File: src/rtl/manchester_tx_ctrl_pkg.sv
// Shared types and constants for the Manchester frame transmitter.
package manchester_tx_ctrl_pkg;

  typedef enum logic [2:0] {
    ST_IDLE,
    ST_GUARD,
    ST_PRE,
    ST_DATA,
    ST_TRAIL
  } state_e;

  localparam logic [7:0]  PRE_BYTE           = 8'h55;
  localparam int unsigned TRAIL_HALF_BITS    = 2;
  localparam int unsigned HALF_BITS_PER_BYTE = 16;
  localparam int unsigned HB_W               = 4;
  localparam int unsigned PRE_CNT_W          = 4;

endpackage

File: src/rtl/mtx_baud_tick.sv
// Half-bit pacing: reloadable down-counter, one tick every max(div,1)+1 enabled cycles.
module mtx_baud_tick #(
  parameter int unsigned DIV_W = 8
) (
  input  logic             clk,
  input  logic             rst,
  input  logic             clr,
  input  logic             en,
  input  logic [DIV_W-1:0] div,
  output logic             tick_c,
  output logic [DIV_W-1:0] cnt
);

  logic [DIV_W-1:0] div_eff_c;

  assign div_eff_c = (div == '0) ? DIV_W'(1) : div;
  assign tick_c    = en && (cnt == '0);

  always_ff @(posedge clk or posedge rst) begin
    if (rst) begin
      cnt <= '0;
    end else if (clr) begin
      cnt <= div_eff_c;
    end else if (en) begin
      cnt <= tick_c ? div_eff_c : cnt - DIV_W'(1);
    end
  end

endmodule

File: src/rtl/manchester_tx_ctrl.sv
// Frame sequencer around an external byte-wide Manchester encoder:
// guard half-bit, preamble, payload words MSB-first, two-half-bit trailer.
module manchester_tx_ctrl
  import manchester_tx_ctrl_pkg::*;
#(
  parameter int unsigned DIV_W     = 8,
  parameter int unsigned PRE_BYTES = 2
) (
  input  logic             clk,
  input  logic             rst,
  input  logic [DIV_W-1:0] cfg_div,
  input  logic             cfg_mode,
  input  logic [7:0]       in_data,
  input  logic             in_last,
  input  logic             in_valid,
  output logic             in_ready,
  output logic [7:0]       enc_data,
  output logic             enc_mode,
  input  logic [15:0]      enc_word,
  output logic             line_out,
  output logic             line_oe,
  output logic             busy,
  output logic             frame_done,
  output logic             frame_err
);

  state_e                 state;
  logic [DIV_W-1:0]       div_q;
  logic [15:0]            sreg;
  logic [HB_W-1:0]        hb;
  logic [PRE_CNT_W-1:0]   pre_cnt;
  logic [7:0]             hold_data;
  logic                   hold_full;
  logic                   hold_last;
  logic                   cur_last;
  logic                   last_seen;

  logic                   tick_c;
  logic [DIV_W-1:0]       cnt;
  logic [DIV_W-1:0]       div_sel_c;
  logic                   accept_c;
  logic                   start_c;
  logic                   div_one_c;
  logic                   close_nxt_c;

  assign accept_c  = in_valid && in_ready;
  assign start_c   = accept_c && (state == ST_IDLE);
  assign div_sel_c = (state == ST_IDLE) ? cfg_div : div_q;
  assign div_one_c = (div_q <= DIV_W'(1));
  // Next cycle falls in the last two cycles before a byte boundary.
  assign close_nxt_c = tick_c ? ((hb == HB_W'(1)) && div_one_c)
                              : ((hb == '0) && (cnt <= DIV_W'(2)));

  mtx_baud_tick #(.DIV_W(DIV_W)) u_tick (
    .clk    (clk),
    .rst    (rst),
    .clr    (start_c),
    .en     (state != ST_IDLE),
    .div    (div_sel_c),
    .tick_c (tick_c),
    .cnt    (cnt)
  );

  always_ff @(posedge clk or posedge rst) begin
    if (rst) begin
      state      <= ST_IDLE;
      line_out   <= 1'b0;
      line_oe    <= 1'b0;
      in_ready   <= 1'b0;
      busy       <= 1'b0;
      frame_done <= 1'b0;
      frame_err  <= 1'b0;
      enc_data   <= PRE_BYTE;
      enc_mode   <= 1'b0;
      div_q      <= '0;
      sreg       <= '0;
      hb         <= '0;
      pre_cnt    <= '0;
      hold_data  <= '0;
      hold_full  <= 1'b0;
      hold_last  <= 1'b0;
      cur_last   <= 1'b0;
      last_seen  <= 1'b0;
    end else begin
      frame_done <= 1'b0;
      frame_err  <= 1'b0;
      // Encoder input trails the queue head by one cycle; boundaries are far enough away.
      enc_data <= ((state == ST_IDLE) || (state == ST_GUARD) ||
                   ((state == ST_PRE) && (pre_cnt > PRE_CNT_W'(1)))) ? PRE_BYTE : hold_data;
      case (state)
        ST_IDLE: begin
          in_ready <= 1'b1;
          if (start_c) begin
            in_ready  <= 1'b0;
            hold_data <= in_data;
            hold_full <= 1'b1;
            hold_last <= in_last;
            last_seen <= in_last;
            div_q     <= cfg_div;
            enc_mode  <= cfg_mode;
            busy      <= 1'b1;
            line_oe   <= 1'b1;
            line_out  <= 1'b0;
            pre_cnt   <= PRE_CNT_W'(PRE_BYTES);
            state     <= ST_GUARD;
          end
        end
        ST_GUARD: begin
          in_ready <= 1'b0;
          if (tick_c) begin
            line_out <= enc_word[15];
            sreg     <= {enc_word[14:0], 1'b0};
            hb       <= HB_W'(HALF_BITS_PER_BYTE - 1);
            state    <= ST_PRE;
          end
        end
        ST_PRE: begin
          in_ready <= 1'b0;
          if (tick_c) begin
            if (hb == '0) begin
              line_out <= enc_word[15];
              sreg     <= {enc_word[14:0], 1'b0};
              hb       <= HB_W'(HALF_BITS_PER_BYTE - 1);
              pre_cnt  <= pre_cnt - PRE_CNT_W'(1);
              if (pre_cnt == PRE_CNT_W'(1)) begin
                hold_full <= 1'b0;
                cur_last  <= hold_last;
                in_ready  <= !last_seen;
                state     <= ST_DATA;
              end
            end else begin
              line_out <= sreg[15];
              sreg     <= {sreg[14:0], 1'b0};
              hb       <= hb - HB_W'(1);
            end
          end
        end
        ST_DATA: begin
          in_ready <= !hold_full && !last_seen && !close_nxt_c;
          if (accept_c) begin
            hold_data <= in_data;
            hold_full <= 1'b1;
            hold_last <= in_last;
            last_seen <= in_last;
            in_ready  <= 1'b0;
          end
          if (tick_c) begin
            if (hb == '0) begin
              if (hold_full) begin
                line_out  <= enc_word[15];
                sreg      <= {enc_word[14:0], 1'b0};
                hb        <= HB_W'(HALF_BITS_PER_BYTE - 1);
                hold_full <= 1'b0;
                cur_last  <= hold_last;
                in_ready  <= !last_seen;
              end else begin
                line_out  <= 1'b0;
                hb        <= HB_W'(TRAIL_HALF_BITS - 1);
                in_ready  <= 1'b0;
                frame_err <= !cur_last;
                state     <= ST_TRAIL;
              end
            end else begin
              line_out <= sreg[15];
              sreg     <= {sreg[14:0], 1'b0};
              hb       <= hb - HB_W'(1);
            end
          end
        end
        ST_TRAIL: begin
          in_ready <= 1'b0;
          if (tick_c) begin
            if (hb == '0) begin
              line_oe    <= 1'b0;
              busy       <= 1'b0;
              frame_done <= 1'b1;
              state      <= ST_IDLE;
            end else begin
              hb <= hb - HB_W'(1);
            end
          end
        end
        default: state <= ST_IDLE;
      endcase
    end
  end

endmodule

File: config.mk
export PLATFORM = sky130hd
export DESIGN_NAME = manchester_tx_ctrl
export DESIGN_NICKNAME = d
export VERILOG_FILES = /design/src/rtl/manchester_tx_ctrl_pkg.sv /design/src/rtl/mtx_baud_tick.sv /design/src/rtl/manchester_tx_ctrl.sv
export SDC_FILE = /design/constraint.sdc
export NUM_CORES = 1
export LEC_CHECK = 0
export BUFFER_PORTS_ARGS = -buffer_cell sky130_fd_sc_hd__buf_2
export CORE_MARGIN = 5
export CORE_UTILIZATION = 57
export DETAILED_ROUTE_END_ITERATION = 8
export PLACE_DENSITY = 0.8
export SLEW_MARGIN = 20
export SYNTH_ARGS = -nofsm -noshare
export SYNTH_HDL_FRONTEND = slang
export SYNTH_SLANG_ARGS = --single-unit
File: constraint.sdc
create_clock -name clk -period 2.6 [get_ports clk]
set_input_delay 0.26 -clock clk [delete_from_list [all_inputs] [get_ports clk]]
set_output_delay 0.26 -clock clk [all_outputs]
set_load 0.005 [all_outputs]
==> results of run 1 <==
## worst max-delay path, delay by kind of cell (launching register included)
kind / cells / cell delay, ps
AOI/OAI and AO/OA: 2 / 550
adders and majority gates: 1 / 240
DFF: 1 / 440
buffers and inverters: 1 / 130
and+or+nand+nor: 2 / 810
## metal layers
layer | track usage (%) | vias up
met4 | 9.202 | 0
met2 | 31.98 | 88
li1 | - | 1338
met1 | 30.76 | 1344
met3 | 5.899 | 15
met5 | 0 | -
## Yosys cell counts (2+ instances only)
| cell | instances | share of area (%) |
|---|---|---|
| a211oi_1 | 3 | 0.63 |
| a21oi_1 | 13 | 1.8 |
| a21oi_2 | 13 | 3.2 |
| a31oi_1 | 5 | 0.88 |
| and2_1 | 5 | 0.88 |
| buf_2 | 5 | 0.70 |
| buf_4 | 2 | 0.42 |
| buf_6 | 3 | 0.95 |
| clkbuf_1 | 8 | 0.84 |
| dfrtp_1 | 63 | 44 |
| dfstp_2 | 4 | 3.0 |
| ha_1 | 8 | 2.8 |
| inv_1 | 12 | 1.3 |
| mux2_2 | 19 | 6.0 |
| mux2i_1 | 18 | 5.1 |
| nand2_1 | 23 | 2.4 |
| nand2b_1 | 6 | 1.1 |
| nand3_1 | 12 | 1.7 |
| nand4_1 | 2 | 0.35 |
| nor2_1 | 33 | 3.5 |
| nor2_2 | 2 | 0.35 |
| nor2b_1 | 2 | 0.35 |
| nor3_1 | 12 | 1.7 |
| nor3b_1 | 3 | 0.63 |
| nor4_1 | 4 | 0.70 |
| o211ai_1 | 3 | 0.63 |
| o21ai_0 | 23 | 3.2 |
| o21ai_1 | 2 | 0.28 |
| o21bai_1 | 2 | 0.42 |
| o22a_1 | 2 | 0.49 |
| or3b_2 | 2 | 0.49 |
| xnor2_1 | 2 | 0.49 |
| xor2_1 | 3 | 0.74 |
## state kept, by name, indices dropped and copies added, names as in the netlist, 3 cells and up
name,count
div_q,8
pre_cnt,4
hb,4
state,3
enc_data,8
sreg,15
u_tick.cnt,8
hold_data,8
## worst max path at each step
stage / startpoint / to / slack, ps
after floorplan: hb[0] / cur_last / 600
after global placement: u_tick.cnt[0] / sreg[13] / 410
after detailed placement: u_tick.cnt[0] / sreg[13] / 320
after CTS: u_tick.cnt[0] / sreg[13] / 290
after global routing: u_tick.cnt[0] / sreg[1] / 120
final: u_tick.cnt[0] / u_tick.cnt[0] / 280
## cells by family after synthesis
| logic type | Yosys count | synth area share [%] |
|---|---|---|
| multiplexers | 37 | 11.06 |
| XOR/XNOR | 5 | 1.230 |
| buffers and inverters | 30 | 4.179 |
| flip-flops | 67 | 47.21 |
| adder cells (fa/ha/maj) | 8 | 2.810 |
| AO/OA/AOI/OAI | 80 | 15.67 |
| AND/OR/NAND/NOR | 119 | 17.84 |
## cell type report
type | count | area (um^2)
multi-input combinational | 249 | 1732
timing repair buffer | 61 | 342.8
tap | 75 | 93.84
clock buffer | 11 | 151.4
fill | 453 | 1883
sequential | 67 | 1682
inverter | 12 | 45.04
clock inverter | 5 | 61.31
## power breakdown
part | total [mW] | switching [mW] | leakage, nW | internal (mW)
registers | 1.04 | 0 | 0.783 | 1.04
clock network | 0.914 | 0.418 | 0.0978 | 0.496
logic | 0.0653 | 0.0380 | 0.987 | 0.0273
## through the flow
step | total power, mW | worst slack (ps)
2_1_floorplan | 1.088 | 603.4
3_3_place_gp | 1.127 | 413.7
3_5_place_dp | 1.129 | 320.0
4_1_cts | 2.030 | 290.3
5_1_grt | 2.096 | 121.0
6_report | 2.021 | 279.8
==> out/qor.yml, run 1 <==
crit_path_max_fanout: 10
synth-edff-count: 0
avgSynthCellArea_um2: 10.30
drt_iter0_drc: 300
grt_pass1_wl_um: 13260
nNetsFinal: 445
vdd_drop_max_uv: 485.3
ant_nets: 0
clock_sinks: 67
wl_met2_um: 3610
wl_met1_um: 3406
io_pins: 52
synth.distinct_cells: 60
drv_cap: 0
cts_max_path_buffers: 2
wl_um: 7655
syn-num-nets: 391
status: "finished clean"
ys_warn_count: 0
rsz0062_at_grt: "false"
syn-cell-area_um2: 3562
synth_seq_area_share_pct: 47.21
synth-async-reset-ratio_pct: 100.0
ff2ff_setup_slack_ps: 280
antenna_found_initial: 0
post_cts_buffers: 0
route.met3.wl_um: 496
cts_root_buffer: "clkbuf_8"
fin_crit_sh_pct: 89.24
setup_viol: 0
hold_buffers: 0
slowest_stage: "nor3b_1"
area_growth_syn_to_layout_pct: 15.31
synth-seq-cells: 67
reg2reg_depth: 6
endpoint_kind: "flop"
min_path_type: "input port to async pin"
mostFrequentLayoutCell: "dfrtp_1"
hold_ws_ps: 27.77
r2r-start: "u_tick.cnt[0]"
leakagePower_nw: 1.867
clk_latency_ps: 350
io_buffers: 51
final_area_um2: 4108
grt_max_degree: 35
required_ps: 2810
clock_skew_ps: 11.93
viasPerCell: 5.802
crit_arrival_ps: 2530
clk_pin_slew_ps: 80
relSlewSlack_pct: 52.13
grt_pass1_vias: 2760
rows: 28
setup_tns_ps: 0
syn_inst: 346
critPathKind: "flop to flop"
die_area_um2: 7931
p_per_area_nw_per_um2: 492.0
grt_use_total_pct: 21.86
num_vias: 2785
worst_pin_slew_ps: 717.0
placed_area_um2: 3895
final_cell_mix: "dfrtp_1 (63), buf_2 (51), nor2_1 (33), nand2_1 (23), o21ai_0 (23)"
n_antenna_cell: 0
slowest_delay_ps: 460
core_area_um2: 5991
finalMaxSlewViolations: 0
post-place-cells: 464
finalCriticalPeriod_ps: 2320
drive_gt1_share_pct: 31.60
first_pass_iters: 5
reg2reg_to: "u_tick.cnt[0]"
gp_congestion: 0.8899
hold_viol: 0
ys.flop_type: "dfrtp_1"
die_w_um: 89.06
initial_core_util_pct: 59.46
dr.max_layer_used: "met4"
cp-start-kind: "flop"
cts_htree_levels: 3
grt_remaining_overflow: 0
final_util_pct: 68.57
cts-resized-gates: 0
die_h_um: 89.06
post_drt_wl_per_cell_um: 15.95
drcViolationCount: 0
instances_no_fill: 480
crit_chain: "inv_1 > ha_1 > nor3b_1 > nand2_1 > o311ai_0 > o21ai_0"
dp_hpwl_um: 5443
max_freq_mhz: 431.0
cts_tree: "yes"
cts_buffers: 9
Note: power is estimated with default switching activity, not from simulation.
==> run 2: changes to the inputs <==
--- a/config.mk
+++ b/config.mk
@@ -8,8 +8,10 @@
 export BUFFER_PORTS_ARGS = -buffer_cell sky130_fd_sc_hd__buf_2
 export CORE_MARGIN = 5
 export CORE_UTILIZATION = 57
+export CTS_CLUSTER_SIZE = 24
 export DETAILED_ROUTE_END_ITERATION = 8
 export PLACE_DENSITY = 0.8
+export RECOVER_POWER = 100
 export SLEW_MARGIN = 20
 export SYNTH_ARGS = -nofsm -noshare
 export SYNTH_HDL_FRONTEND = slang
==> out/qor.yml, run 2 (synthesis gave the netlist of run 1 again) <==
initial_core_util_pct: 59.46
wl_um: 7676
mostFrequentLayoutCell: "dfrtp_1"
final_area_um2: 4035
largest_register_ffs: 15
gp_congestion: 0.8899
clk_pin_slew_ps: 70
vdd_drop_max_uv: 485.0
crit_arrival_ps: 2560
cts_tree: "yes"
required_ps: 2830
crit_path_max_fanout: 17
status: "finished clean"
grt_pass1_wl_um: 13260
ff2ff_setup_slack_ps: 270
area_growth_syn_to_layout_pct: 13.28
endpoint_kind: "flop"
setup_tns_ps: 0
placed_area_um2: 3895
p_per_area_nw_per_um2: 497.7
cts_max_path_buffers: 2
wl_met1_um: 3425
num_vias: 2788
io_pins: 52
whs_endpoint: "sreg[1]"
drcViolationCount: 0
leakagePower_nw: 1.813
rsz0062_at_grt: "false"
reg2reg_to: "last_seen"
cts_htree_levels: 3
route.met3.wl_um: 485
relSlewSlack_pct: 18.26
grt_max_degree: 35
finalMaxSlewViolations: 0
hold_viol: 0
nNetsFinal: 445
clock_sinks: 67
min_from: "enc_word[0]"
die_h_um: 89.06
final_util_pct: 67.36
cp-start-kind: "flop"
final_cell_mix: "dfrtp_1 (63), buf_2 (44), nor2_1 (34), o21ai_0 (24), nand2_1 (23)"
r2r-start: "state[2]"
hold_path_depth: 3
regMostFlops: "sreg"
ant_nets: 0
grt_remaining_overflow: 0
hold_buffers: 0
die_w_um: 89.06
max_freq_mhz: 428.4
cts-resized-gates: 0
viasPerCell: 5.808
post_drt_wl_per_cell_um: 15.99
worst_pin_slew_ps: 1225
slowest_stage: "a21oi_2"
clock_skew_ps: 9.646
first_pass_iters: 5
hold_ws_ps: 135.9
drv_cap: 0
min_path_type: "input port to flop"
drive_gt1_share_pct: 27.90
cts_buffers: 9
post_cts_buffers: 0
critPathKind: "flop to flop"
reg2reg_depth: 6
clk_latency_ps: 350
dp_hpwl_um: 5443
antenna_found_initial: 0
drt_iter0_drc: 282
cp_top_family: "compound AO/OA/AOI/OAI gates"
dr.max_layer_used: "met4"
wl_met2_um: 3608
n_antenna_cell: 0
rows: 28
grt_use_total_pct: 21.86
setup_viol: 0
grt_pass1_vias: 2760
slowest_delay_ps: 540
cts_root_buffer: "clkbuf_8"
io_buffers: 51
fin_crit_sh_pct: 89.79
crit_chain: "clkbuf_1 > nor2b_1 > clkbuf_2 > nand2_1 > a21oi_2 > mux2_2"
cp_num_buf_inv: 2
die_area_um2: 7931
core_area_um2: 5991
finalCriticalPeriod_ps: 2334
==> run 2: worst register-to-register path: stages, from the launching register on <==
cell and delay, ps:
dfrtp_1 400, clkbuf_1 320, nor2b_1 190, clkbuf_2 210, nand2_1 150, a21oi_2 540, mux2_2 420
==> run 2: per-stage QoR <==
stage | setup WS [ps] | power, mW | std cells
finish | 265.6 | 2.008 | 480
floorplan | 603.4 | 1.088 | 346
global route | 121.2 | 2.093 | 480
global placement | 413.7 | 1.127 | 464
detailed placement | 320.0 | 1.129 | 464
CTS | 290.3 | 2.030 | 480
==> run 2: power by group <==
group / switching [mW] / total (mW) / internal (mW)
Clock: 0.408 / 0.904 / 0.496
Combinational: 0.0375 / 0.0622 / 0.0247
Sequential: 0 / 1.04 / 1.04
==> run 2: area by class of cell <==
class	count	area [um^2]
Clock buffer	11	151.4
Timing Repair Buffer	61	297.8
Fill cell	475	1956
Tap cell	75	93.84
Sequential cell	67	1682
Inverter	12	45.04
Multi-Input combinational cell	249	1704
Clock inverter	5	61.31
==> run 2: worst max-delay path by stage <==
stage / startpoint / endpoint / slack [ps] / depth (start not counted)
floorplan: hb[0] / cur_last / 600 / 6
global placement: u_tick.cnt[0] / sreg[13] / 410 / 7
detailed placement: u_tick.cnt[0] / sreg[13] / 320 / 7
CTS: u_tick.cnt[0] / sreg[13] / 290 / 7
global route: u_tick.cnt[0] / sreg[13] / 120 / 7
finish: state[2] / last_seen / 270 / 6
==> run 2: routing by layer <==
layer | global-route usage (%) | up-vias
met5 | 0 | -
met1 | 30.76 | 1346
li1 | - | 1335
met3 | 5.899 | 14
met2 | 31.98 | 93
met4 | 9.202 | 0
==> run 3: changes to the inputs <==
--- a/config.mk
+++ b/config.mk
@@ -10,9 +10,10 @@
 export CORE_UTILIZATION = 57
 export CTS_CLUSTER_SIZE = 24
 export DETAILED_ROUTE_END_ITERATION = 8
-export PLACE_DENSITY = 0.8
+export PLACE_DENSITY = 0.79
 export RECOVER_POWER = 100
 export SLEW_MARGIN = 20
 export SYNTH_ARGS = -nofsm -noshare
 export SYNTH_HDL_FRONTEND = slang
+export SYNTH_HIERARCHICAL = 1
 export SYNTH_SLANG_ARGS = --single-unit
==> out/qor.yml, run 3 <==
drv_cap: 1
setup_viol: 0
final_area_um2: 4149
first_pass_iters: 5
p_per_area_nw_per_um2: 871.4
clock_skew_ps: 7.058
regMostFlops: "sreg"
antenna_found_initial: 0
hold_viol: 0
post_cts_buffers: 0
crit_path_max_fanout: 6
clk_latency_ps: 340
synth_most_common_cell: "nand2_1"
internal_power_mw: 2.297
dp_worst_setup_slack_ps: 279.5
critPathKind: "flop to flop"
fin_crit_sh_pct: 89.94
yosysTopAreaCell: "dfrtp_1"
leakagePower_nw: 1.904
grt_remaining_overflow: 0
multi_input_area_um2: 1758
synth-async-reset-ratio_pct: 100.0
wl_um: 8012
ys_warn_count: 6
setup_tns_ps: 0
seq_area_um2: 1682
gp_congestion: 0.9386
hold_path_depth: 3
power.share.clock_pct: 24.2
finalPower_mw: 3.615
num_vias: 3017
reg2reg_to: "pre_cnt[1]"
whs_endpoint: "enc_mode"
synth.distinct_cells: 65
synth-edff-count: 0
drive_gt1_share_pct: 24.83
placed_area_um2: 4011
avgSynthCellArea_um2: 9.797
route.met3.wl_um: 369
cts_root_buffer: "clkbuf_8"
grt_pass1_vias: 3032
io_buffers: 51
post_drt_wl_per_cell_um: 15.53
syn-num-nets: 419
wl_met1_um: 3449
r2r-start: "u_tick/cnt[0]"
power_frac_seq_pct: 43.6
nNetsFinal: 477
switching_power_mw: 1.318
wl_met2_um: 4014
die_area_um2: 8170
cts_tree: "yes"
violations: "max-capacitance violations"
io_pins: 52
crit_arrival_ps: 2570
die_h_um: 90.39
worst_slack_ps: 261.5
core_area_um2: 6314
relSlewSlack_pct: 0.3570
min_path_type: "input port to flop"
n_fill_cell: 542
yosys-top-cells-count: "nand2_1 (81), dfrtp_1 (63), inv_1 (19), mux2i_1 (17), nor2_1 (15)"
cp-start-kind: "flop"
required_ps: 2830
worst_pin_slew_ps: 1495
synthTopCellsByArea: "dfrtp_1 (43%), nand2_1 (8.3%), mux2i_1 (4.6%)"
cts_max_path_buffers: 2
n_antenna_cell: 0
dr.max_layer_used: "met4"
grt_pass1_wl_um: 13900
cts_buffers: 9
yosys.area.top_type_share_pct: 42.80
syn-cell-area_um2: 3684
p_comb_share_pct: 32.2
initial_core_util_pct: 58.34
swShare_pct: 36.45
die_w_um: 90.39
reg2reg_depth: 8
clock_sinks: 67
status: "complete, but fails checks"
ys.flop_type: "dfrtp_1"
rows: 29
mostFrequentLayoutCell: "nand2_1"
ant_nets: 0
max_freq_mhz: 427.6
viasPerCell: 5.847
synth_seq_area_share_pct: 45.65
largest_register_ffs: 15
drt_iter0_drc: 222
vdd_drop_max_uv: 601.9
grt_max_degree: 60
synth-seq-cells: 67
ff2ff_setup_slack_ps: 260
cts_htree_levels: 3
finalCriticalPeriod_ps: 2338
finalMaxSlewViolations: 0
area_growth_syn_to_layout_pct: 12.64
dp_hpwl_um: 5699
grt_use_total_pct: 20.51
clk_pin_slew_ps: 80
min_from: "cfg_mode"
final_util_pct: 65.72
final_cell_mix: "nand2_1 (81), dfrtp_1 (63), buf_2 (42), o21ai_0 (19), inv_1 (18)"
drcViolationCount: 0
syn_inst: 376
rsz0062_at_grt: "false"
endpoint_kind: "flop"
## run 3: cell types whose count changed after synthesis, sizes merged, moves of 4 or more
cell / delta
and2: -5
nand3: -5
or2: +5
nand2: +57
a21oi: -13
nor3: -7
o22ai: +4
clkbuf: -4
nor2: -19
buf: +4
inv: +8
mux2: -7
## run 3: worst max-delay path by stage
stage                        startpoint         end  slack, ps
after global placement    u_tick/cnt[0]  pre_cnt[1]        360
after floorplan                state[1]  pre_cnt[1]         30
after global routing      u_tick/cnt[0]  pre_cnt[1]         80
after CTS                 u_tick/cnt[0]  pre_cnt[1]        260
after detailed placement  u_tick/cnt[0]  pre_cnt[1]        280
final                     u_tick/cnt[0]  pre_cnt[1]        260
## run 3: logic make-up (layout without fill, tap and decap cells)
| kind of cell | Yosys count | after routing | share of synthesized area [%] |
|---|---|---|---|
| AOI/OAI and AO/OA | 79 | 79 | 16.14 |
| xor gates and xnor gates | 3 | 3 | 0.7134 |
| adders and majority gates | 6 | 6 | 2.038 |
| buffers and inverters | 38 | 101 | 5.332 |
| DFF | 67 | 67 | 45.65 |
| muxes | 29 | 29 | 8.288 |
| and+or+nand+nor | 154 | 154 | 21.84 |
## run 3: what timing repair did
action	in CTS	in global routing
gates resized for setup	0	0
hold buffers	1	0
hold endpoints to repair	8	0
## run 3: cell type report
cell class                      count  share of cell area [%]
Clock buffer                        9                   2.986
Clock inverter                      7                   1.809
Inverter                           20                   1.809
Multi-Input combinational cell    271                   42.37
Sequential cell                    67                   40.53
Tap cell                           77                   2.322
Timing Repair Buffer               65                   8.172
## run 3: stage by stage
stage | cells | hold slack, ps
after floorplan | 376 | 75.66
after global placement | 499 | 240.3
after detailed placement | 499 | 242.8
after CTS | 516 | 97.90
after global routing | 516 | 129.0
final | 516 | 108.1
## run 3: power groups by stage
stage	Sequential (mW)	Combinational, mW	Clock, mW
final	1.58	1.16	0.874
after global routing	1.62	1.30	0.951
after CTS	1.58	1.21	0.895
after detailed placement	1.60	1.20	0
after global placement	1.58	1.16	0
after floorplan	1.52	0.974	0
## run 3: layer usage
| metal | track usage (%) | vias up |
|---|---|---|
| met2 | 33.11 | 94 |
| met1 | 26.07 | 1461 |
| li1 | - | 1444 |
| met4 | 9.926 | 0 |
| met5 | 0 | - |
| met3 | 4.500 | 18 |
## run 3: critical path, stage by stage, from the launching register on
cell and delay (ps):
dfrtp_1 460, inv_1 90, ha_1 210, nor4b_4 130
and3_1 190, and4bb_1 270, a21oi_1 360, or2_2 190
mux2_2 320
